$ cat src/rtl/clk_sw_pkg.sv
// Shared types and defaults for the clock-switch sequencer.
// The CLK_SW_DWELL_EN macro (read by clk_sw_ctrl) enables the post-switch HOLD/dwell phase.
package clk_sw_pkg;

  typedef enum logic [1:0] {
    IDLE     = 2'd0,
    WAIT_OFF = 2'd1,
    WAIT_ON  = 2'd2,
    HOLD     = 2'd3
  } state_t;

  localparam logic SRC_CLK0 = 1'b0;
  localparam logic SRC_CLK1 = 1'b1;

  localparam logic DEF_RESET_SRC      = SRC_CLK0;
  localparam int   DEF_SYNC_STAGES    = 2;
  localparam int   DEF_TIMEOUT_CYCLES = 256;
  localparam int   DEF_DWELL_CYCLES   = 16;
  localparam int   DEF_CNT_W          = 9;

endpackage

$ cat src/rtl/clk_sw_ctrl_if.sv
// Request handshake between a switch requester and the clock-switch sequencer.
interface clk_sw_ctrl_if;
  logic req_valid;
  logic req_src;
  logic req_ready;
  logic done;

  modport master (output req_valid, output req_src, input req_ready, input done);
  modport slave  (input req_valid, input req_src, output req_ready, output done);
endinterface

$ cat src/rtl/clk_sw_ctrl_sync_bit.sv
// Multi-flop single-bit synchroniser with asynchronous active-low reset.
module sync_bit #(
  parameter int STAGES = 2
) (
  input  logic clk,
  input  logic rst_n,
  input  logic d,
  output logic q
);

  logic [STAGES-1:0] ff;

  // NOTE: sequential state uses non-blocking assignments so every flop samples the pre-edge value.
  always_ff @(posedge clk or negedge rst_n) begin
    if (!rst_n) ff <= '0;
    else        ff <= {ff[STAGES-2:0], d};
  end

  assign q = ff[STAGES-1];

endmodule

$ cat src/rtl/clk_sw_ctrl.sv
// Switch sequencer for a two-input glitch-free clock mux: select, confirm handover, dwell, timeout.
// Define CLK_SW_DWELL_EN to hold DWELL_CYCLES after each completed switch before accepting another.
module clk_sw_ctrl
  import clk_sw_pkg::*;
#(
  parameter logic RESET_SRC      = DEF_RESET_SRC,
  parameter int   SYNC_STAGES    = DEF_SYNC_STAGES,
  parameter int   TIMEOUT_CYCLES = DEF_TIMEOUT_CYCLES,
  parameter int   DWELL_CYCLES   = DEF_DWELL_CYCLES,
  parameter int   CNT_W          = DEF_CNT_W
) (
  input  logic         clk,
  input  logic         rst_n,
  clk_sw_ctrl_if.slave req,
  input  logic [1:0]   en_stat,
  output logic         sel,
  output logic         cur_src,
  output logic         busy,
  output logic         err,
  input  logic         err_clr
);

  localparam logic [CNT_W-1:0] TO_LAST = CNT_W'(TIMEOUT_CYCLES - 1);
  localparam logic [CNT_W-1:0] DW_LAST = CNT_W'(DWELL_CYCLES - 1);

  logic [1:0] s_en;

  for (genvar i = 0; i < 2; i++) begin : g_sync
    sync_bit #(.STAGES(SYNC_STAGES)) u_sync (
      .clk  (clk),
      .rst_n(rst_n),
      .d    (en_stat[i]),
      .q    (s_en[i])
    );
  end

  state_t           state_q, state_d;
  logic [CNT_W-1:0] cnt_q, cnt_d;
  logic             sel_q, sel_d;
  logic             cur_q, cur_d;
  logic             tgt_q, tgt_d;
  logic             done_q, done_d;
  logic             err_q, err_d;

  always_ff @(posedge clk or negedge rst_n) begin
    if (!rst_n) begin
      state_q <= IDLE;
      cnt_q   <= '0;
      sel_q   <= RESET_SRC;
      cur_q   <= RESET_SRC;
      tgt_q   <= RESET_SRC;
      done_q  <= 1'b0;
      err_q   <= 1'b0;
    end else begin
      state_q <= state_d;
      cnt_q   <= cnt_d;
      sel_q   <= sel_d;
      cur_q   <= cur_d;
      tgt_q   <= tgt_d;
      done_q  <= done_d;
      err_q   <= err_d;
    end
  end

  // NOTE: every combinational output gets a default first, so no path can infer a latch.
  always_comb begin
    state_d = state_q;
    cnt_d   = cnt_q;
    sel_d   = sel_q;
    cur_d   = cur_q;
    tgt_d   = tgt_q;
    done_d  = 1'b0;
    err_d   = err_clr ? 1'b0 : err_q;

    case (state_q)
      IDLE: begin
        if (req.req_valid) begin
          if (req.req_src == cur_q) begin
            done_d = 1'b1;
          end else begin
            sel_d   = req.req_src;
            tgt_d   = req.req_src;
            cnt_d   = '0;
            state_d = WAIT_OFF;
          end
        end
      end

      WAIT_OFF: begin
        // Timeout wins over a late off-confirmation: sel already points at the target.
        if (cnt_q == TO_LAST) begin
          err_d   = 1'b1;
          cur_d   = tgt_q;
          done_d  = 1'b1;
          cnt_d   = '0;
          state_d = IDLE;
        end else begin
          cnt_d = cnt_q + 1'b1;
          if (!s_en[cur_q]) state_d = WAIT_ON;
        end
      end

      WAIT_ON: begin
        if (s_en[tgt_q]) begin
          cur_d = tgt_q;
          cnt_d = '0;
`ifdef CLK_SW_DWELL_EN
          state_d = HOLD;
`else
          done_d  = 1'b1;
          state_d = IDLE;
`endif
        end else if (cnt_q == TO_LAST) begin
          err_d   = 1'b1;
          cur_d   = tgt_q;
          done_d  = 1'b1;
          cnt_d   = '0;
          state_d = IDLE;
        end else begin
          cnt_d = cnt_q + 1'b1;
        end
      end

      // Unreachable when the dwell phase is disabled; kept so the state decode stays total.
      HOLD: begin
        if (cnt_q == DW_LAST) begin
          done_d  = 1'b1;
          cnt_d   = '0;
          state_d = IDLE;
        end else begin
          cnt_d = cnt_q + 1'b1;
        end
      end

      default: state_d = IDLE;
    endcase
  end

  assign sel           = sel_q;
  assign cur_src       = cur_q;
  assign err           = err_q;
  assign busy          = (state_q != IDLE);
  assign req.req_ready = (state_q == IDLE);
  assign req.done      = done_q;

endmodule

$ cat src/flat_wrapper.sv
// flat-port wrapper written by rule: the top's interface ports become plain ports
module clk_sw_ctrl_flat import clk_sw_pkg::*;
#(
  parameter logic RESET_SRC      = DEF_RESET_SRC,
  parameter int   SYNC_STAGES    = DEF_SYNC_STAGES,
  parameter int   TIMEOUT_CYCLES = DEF_TIMEOUT_CYCLES,
  parameter int   DWELL_CYCLES   = DEF_DWELL_CYCLES,
  parameter int   CNT_W          = DEF_CNT_W
)
  (clk, rst_n, en_stat, sel, cur_src, busy, err, err_clr, req_req_valid, req_req_src, req_req_ready, req_done);
  clk_sw_ctrl_if req_i ();
  input  logic clk;
  input  logic rst_n;
  input  logic [1:0] en_stat;
  output logic sel;
  output logic cur_src;
  output logic busy;
  output logic err;
  input  logic err_clr;
  input wire logic [$bits(req_i.req_valid)-1:0] req_req_valid;
  input wire logic [$bits(req_i.req_src)-1:0] req_req_src;
  output wire logic [$bits(req_i.req_ready)-1:0] req_req_ready;
  output wire logic [$bits(req_i.done)-1:0] req_done;
  assign req_i.req_valid = req_req_valid;
  assign req_i.req_src = req_req_src;
  assign req_req_ready = req_i.req_ready;
  assign req_done = req_i.done;
  clk_sw_ctrl #(.RESET_SRC(RESET_SRC), .SYNC_STAGES(SYNC_STAGES), .TIMEOUT_CYCLES(TIMEOUT_CYCLES), .DWELL_CYCLES(DWELL_CYCLES), .CNT_W(CNT_W)) u_core (.clk(clk), .rst_n(rst_n), .req(req_i), .en_stat(en_stat), .sel(sel), .cur_src(cur_src), .busy(busy), .err(err), .err_clr(err_clr));
endmodule
$ cat config.mk
export PLATFORM = sky130hd
export DESIGN_NAME = clk_sw_ctrl_flat
export DESIGN_NICKNAME = d
export VERILOG_FILES = /design/src/rtl/clk_sw_pkg.sv /design/src/rtl/clk_sw_ctrl_if.sv /design/src/rtl/clk_sw_ctrl_sync_bit.sv /design/src/rtl/clk_sw_ctrl.sv /design/src/flat_wrapper.sv
export SDC_FILE = /design/constraint.sdc
export NUM_CORES = 1
export LEC_CHECK = 0
export CAP_MARGIN = 20
export CORE_MARGIN = 4
export CORE_UTILIZATION = 48
export DETAILED_ROUTE_END_ITERATION = 6
export PLACE_DENSITY = 0.73
export SYNTH_ARGS = -nofsm -noshare
export SYNTH_HDL_FRONTEND = slang
export SYNTH_SLANG_ARGS = --single-unit
$ cat constraint.sdc
create_clock -name clk -period 1.6 [get_ports clk]
set_input_delay 0.24 -clock clk [delete_from_list [all_inputs] [get_ports clk]]
set_output_delay 0.24 -clock clk [all_outputs]
set_load 0.01 [all_outputs]
Word-level counts from Yosys, hierarchy flattened. Cells that the tools add are included.

Memories: 0. Output and inout port bits: 6. Bits in writable memories: 0. Input bits: 7. Word-level logic and storage cells: 60. Latch bits: 0. Bits in registers: 19. Memory bits (read-only): 0.

Reductions and logical operators: 6. Bitwise logic cells: 1. Add/sub/neg operators: 1. Div/mod/pow operators: 0. Multiplexer cells: 31. $lt $le $gt $ge: 2. Equality and inequality tests: 11. $mul: 0. Shifts and indexed selects: 0.

Operators with widths (number): 9-bit two-way mux (5); 9-bit one-hot mux with 4 select lines (1); 1-bit two-way mux (14); 2-bit two-way mux (7); 9-bit by 1-bit adder with 9-bit output (second input constant) (1); 9-bit by 4-bit equality test with 1-bit output (second input constant) (1); 9-bit by 8-bit equality test with 1-bit output (second input constant) (1); 2-bit one-hot mux with 4 select lines (1); 5-bit AND reduction (1); 2-bit equality test (second input constant) (2); 1-bit by 2-bit < comparator with 1-bit output (second input constant) (2); 2-bit != test (second input constant) (2); 1-bit one-hot mux with 2 select lines (2); 1-bit one-hot mux with 4 select lines (1); 2-bit nonzero test (2); 3-bit by 1-bit != test with 1-bit output (second input constant) (1); 3-bit by 2-bit != test with 1-bit output (second input constant) (1); 3-bit AND reduction (1); 2-bit by 1-bit equality test with 1-bit output (second input constant) (1); 2-bit zero test (1); 2-bit by 1-bit != test with 1-bit output (second input constant) (1); 2-bit AND reduction (1); 1-bit equality test (1); 1-bit inverter (1).

Logic depth before layout (Yosys ltp).
Depth in word-level cells: 5. Depth in mapped cells: 8. Mapped depth without buffers: 8.

Cells and area by module. Synthesis repeated with hierarchy kept, for this count alone.

Cells, all modules: 117. Area, all modules: 1133.6 um2.

Modules (own cells, without submodules): clk_sw_ctrl (instances 1, cells an instance 113, area an instance 1033.5 um2, sequential area each 375.4 um2); sync_bit (instances 2, cells an instance 2, area an instance 50.0 um2, sequential area each 50.0 um2).

Worst setup path after synthesis. Ideal clock, no wire load.

Path type: register to register. Start point: reg u_core.cnt_q[0]. End point: reg u_core.cnt_q[4]. Setup time: 0.064 ns. Path slack: -0.119 ns. Data arrival time: 1.655 ns. Buffers on the path: 1. Period minus slack after synthesis: 1.719 ns. Cell stages (with the launch flop): 8. Data required time: 1.536 ns. Cell sequence: dfrtp_1 > ha_1 > and4b_1 > a21bo_2 > o22a_1 > buf_6 > nor3b_1 > a21o_1.

Longest elaborated chain between the ends: 4. Elaborated cells between the ends (all ways): 7. Classes of those cells: 1 x add/sub; 2 x eq/ne; 4 x mux.

RTL lines: from (decl) (line clk_sw_ctrl.sv:38) `logic [CNT_W-1:0] cnt_q, cnt_d;`; from (signal assigned) (line clk_sw_ctrl.sv:56) `cnt_q <= cnt_d;`; 9-bit by 1-bit adder with 9-bit output or 9-bit by 8-bit equality test with 1-bit output (tied branches); 9-bit two-way mux (line clk_sw_ctrl.sv:91, clk_sw_ctrl.sv:113); 9-bit two-way mux (line clk_sw_ctrl.sv:104) `if (s_en[tgt_q]) begin`; 9-bit one-hot mux with 4 select lines (*) (line clk_sw_ctrl.sv:75) `case (state_q)`.

Every way passes the cells marked *; elsewhere a longest branch is shown, timed or not. A chain may end at the register's enable or synchronous reset.

Final worst setup path.
Start point: reg u_core.cnt_q[0]. End point: reg u_core.state_q[1].

Longest elaborated chain between the ends: 3. Elaborated cells between the ends (all ways): 8. Classes of those cells: 5 x eq/ne; 2 x mux; 1 x reduce/logical.

RTL lines: 9-bit by 8-bit equality test with 1-bit output or 9-bit by 4-bit equality test with 1-bit output (tied branches) (line clk_sw_ctrl.sv:91, clk_sw_ctrl.sv:113, clk_sw_ctrl.sv:126); 3-bit by 1-bit != test with 1-bit output (no source line), or another cell as far along; 5-bit AND reduction (no source line) or 2-bit one-hot mux with 4 select lines (tied branches); to (signal assigned) (line clk_sw_ctrl.sv:55) `state_q <= state_d;`; to (decl) (line clk_sw_ctrl.sv:37) `state_t state_q, state_d;`.

Parallel ways exist; a longest one is shown, timed or not.

==> metrics.yaml <==
dieArea_um2: 3010
ys_ff_latch: 19
coreArea_um2: 2020
clock_latency_ns: 0.31
min_period_ns: 1.70
drt_iter0_markers: 41
antenna_left: 0
cts_tree: "built"
htreeDepth: 1
grt_max_degree: 20
cap_violations: 0
wl_per_cell_um: 19.0
nNetsFinal: 175
vias_per_cell: 5.99
synth_cells: 109
grt_pass1_wl_um: 5020
crit_required_ns: 1.79
slew_viol_final: 0
layout.cells.non_filler: 188
finalSetupViolations: 9
clock-sinks: 19
finalWorstSetupSlack_ns: -0.0957
firstDrtPassIters: 4
slew_headroom_pct: 76.1
place_hpwl_um: 1900
critPathMaxFanout: 5
fin_worst_skew_ns: 0.00983
final_hold_viol_count: 0
violations: "setup timing"
critPathBufInv: 1
end_kind: "flip-flop"
worst_pin_slew_ns: 0.348
die_w_um: 54.9
p_leak_uw: 0.000748
route.vias.total: 1126
rows: 16
cts_root_buffer: "clkbuf_4"
synth-warning-count: 0
drive_above_1_share_pct: 48.4
pre_cts_ws_ns: -0.204
wirelength_um: 3560
fp.dieH_um: 54.9
crit_arrival_ns: 1.89
syn_area_um2: 1050
cp_cell_sequence: "ha_4 -> and4b_1 -> a21bo_2 -> buf_6 -> o21a_1 -> a31oi_1 -> a31oi_1"
avgSynthCellArea_um2: 9.68
start_util_pct: 52.2
whs_ns: 0.250
ys_types: 32
place_inst: 173
grt_antenna_before_repair: 0
cts_made_buffers: 3
ys_seq_area_share_pct: 45.1
hold_buffers: 0
synth_nets: 122
ioPinCount: 13
critPathKind: "reg2reg"
grt_usage_pct: 24.0
cellPowerDensity_nw_per_um2: 1590
grt_pass1_vias: 1090
overflow: 0
ir_drop_uv: 1030
crit_family: "compound AO/OA/AOI/OAI gates"
io_buffer_count: 12
status: "complete, but fails checks"
place.gp.congestion: 0.926
clk_pin_slew_worst_paths_ns: 0.13
cpMostUsedCell: "a31oi_1"
crit_slowest_cell: "dfrtp_1"
syn_to_final_growth_pct: 62.4
diodes: 0
slowest_delay_ns: 0.44
cp-start-kind: "flip-flop"
route.detailed.drc: 0
rsz0062_at_grt: "yes"
finalCritPeriodShare_pct: 106
fmax_mhz: 590
hold_class: "in2async"
cts_max_path_buffers: 2
[power by group]
group / switching (µW) / total [µW] / internal [µW]
Combinational: 901 / 1790 / 889
Clock: 173 / 268 / 95.3
Sequential: 87.8 / 666 / 578
[sequential cells by signal, indices dropped and copies added (netlist names)]
signal / cells
u_core.tgt_q: 1
u_core.cur_src: 1
u_core.cnt_q: 9
u_core.err: 1
u_core.req.done: 1
u_core.state_q: 2
u_core.g_sync.u_sync.ff: 4
[cells by family after synthesis]
| kind of cell | share of synthesized area, % |
|---|---|
| adders and majority gates | 7.12 |
| and+or+nand+nor | 19.1 |
| AOI/OAI and AO/OA | 21.1 |
| DFF | 45.1 |
| muxes | 3.91 |
| buffers and inverters | 2.85 |
| xor gates and xnor gates | 0.831 |
[path summary, 6_finish.rpt]
check / start / end / slack (ns) / cells past startpoint
setup / recovery: u_core.cnt_q[0] / u_core.state_q[1] / -0.1 / 7
hold / removal: rst_n / u_core.cur_src / 0.25 / 2
min in group clk: en_stat[1] / u_core.g_sync[1].u_sync.ff[0] / 0.36 / 1
setup reg to reg: u_core.cnt_q[0] / u_core.state_q[1] / -0.1 / 7
hold reg to reg: u_core.g_sync[1].u_sync.ff[0] / u_core.g_sync[1].u_sync.ff[1] / 0.37 / 0
max in group asynchronous: rst_n / u_core.cur_src / 1.13 / 2
[worst register-to-register path: cells and delay by family (launching register included)]
kind,cells,cell delay [ns]
buffers and inverters,1,0.14
AOI/OAI and AO/OA,4,0.59
and+or+nand+nor,1,0.22
DFF,1,0.44
adders and majority gates,1,0.19
[cell usage in the layout (no fill, tap or decap), drive strengths merged]
master	instances
buf	37
dfrtp	19
o21ai	14
nand2	11
clkdlybuf4s50	9
a21oi	8
ha	6
a31oi	5
nor2	5
inv	4
clkbuf	4
mux2i	3
nor3b	3
a21o	3
nand3	3
and3	2
nand2b	2
and4	2
nor3	2
a211o	2
o22a	2
and4b	1
nand4	1
nor4	1
nor2b	1
xor2	1
o22ai	1
nand4b	1
nand3b	1
mux2	1
a21bo	1
o221ai	1
o21a	1
clkinvlp	1
clkdlybuf4s15	1
dlymetal6s2s	1
[cells in the mapped netlist]
cell type	number	area share, %
a211o_1	2	1.7
a21bo_2	1	0.95
a21o_1	3	2.1
a21oi_1	8	3.8
a31oi_1	5	3.0
and3_1	2	1.2
and4_1	2	1.7
and4b_1	1	0.95
buf_6	1	1.1
clkbuf_1	1	0.36
dfrtp_1	19	45
ha_1	6	7.1
inv_1	4	1.4
mux2_2	1	1.1
mux2i_1	3	2.8
nand2_1	11	3.9
nand2b_1	2	1.2
nand3_1	3	1.4
nand3b_1	1	0.71
nand4_1	1	0.59
nand4b_1	1	0.83
nor2_1	5	1.8
nor2b_1	1	0.59
nor3_1	2	0.95
nor3b_1	3	2.1
nor4_2	1	1.2
o21a_1	1	0.71
o21ai_0	14	6.6
o221ai_1	1	0.83
o22a_1	1	0.83
o22ai_1	1	0.59
xor2_1	1	0.83
[stage by stage]
step	total power, µW	instance area (µm²)	TNS [ns]	utilization, %
2_1_floorplan	1320	1080	-0.220	-
5_1_grt	2890	1710	-1.35	84.7
6_report	2720	1710	-0.558	84.7
3_5_place_dp	1830	1420	-1.17	70.2
3_3_place_gp	1800	1420	-0.705	70.2
4_1_cts	2440	1630	-0.147	80.4
[timing repair]
action,CTS,global route
cloned,1,0
pin swaps,13,1
setup buffers,9,1
endpoints found under the setup margin,15,16
gates resized for setup,28,23
[cell type report]
cell class	count	area, µm²
clock buffers	3	22.5
clock inverters	1	7.51
fillers	106	309
inverters	4	15.0
multi-input cells	85	749
flip-flops and latches	19	477
well taps	27	33.8
repair buffers	49	408
[per-layer routing]
metal	share of wire [%]	global-route usage, %	up-vias
met5	0	0	-
met4	4.4	9.96	0
met3	5.2	2.45	21
met2	49	43.1	53
met1	42	28.7	541
li1	-	-	511
No activity file was read; power rests on OpenSTA's default activity.
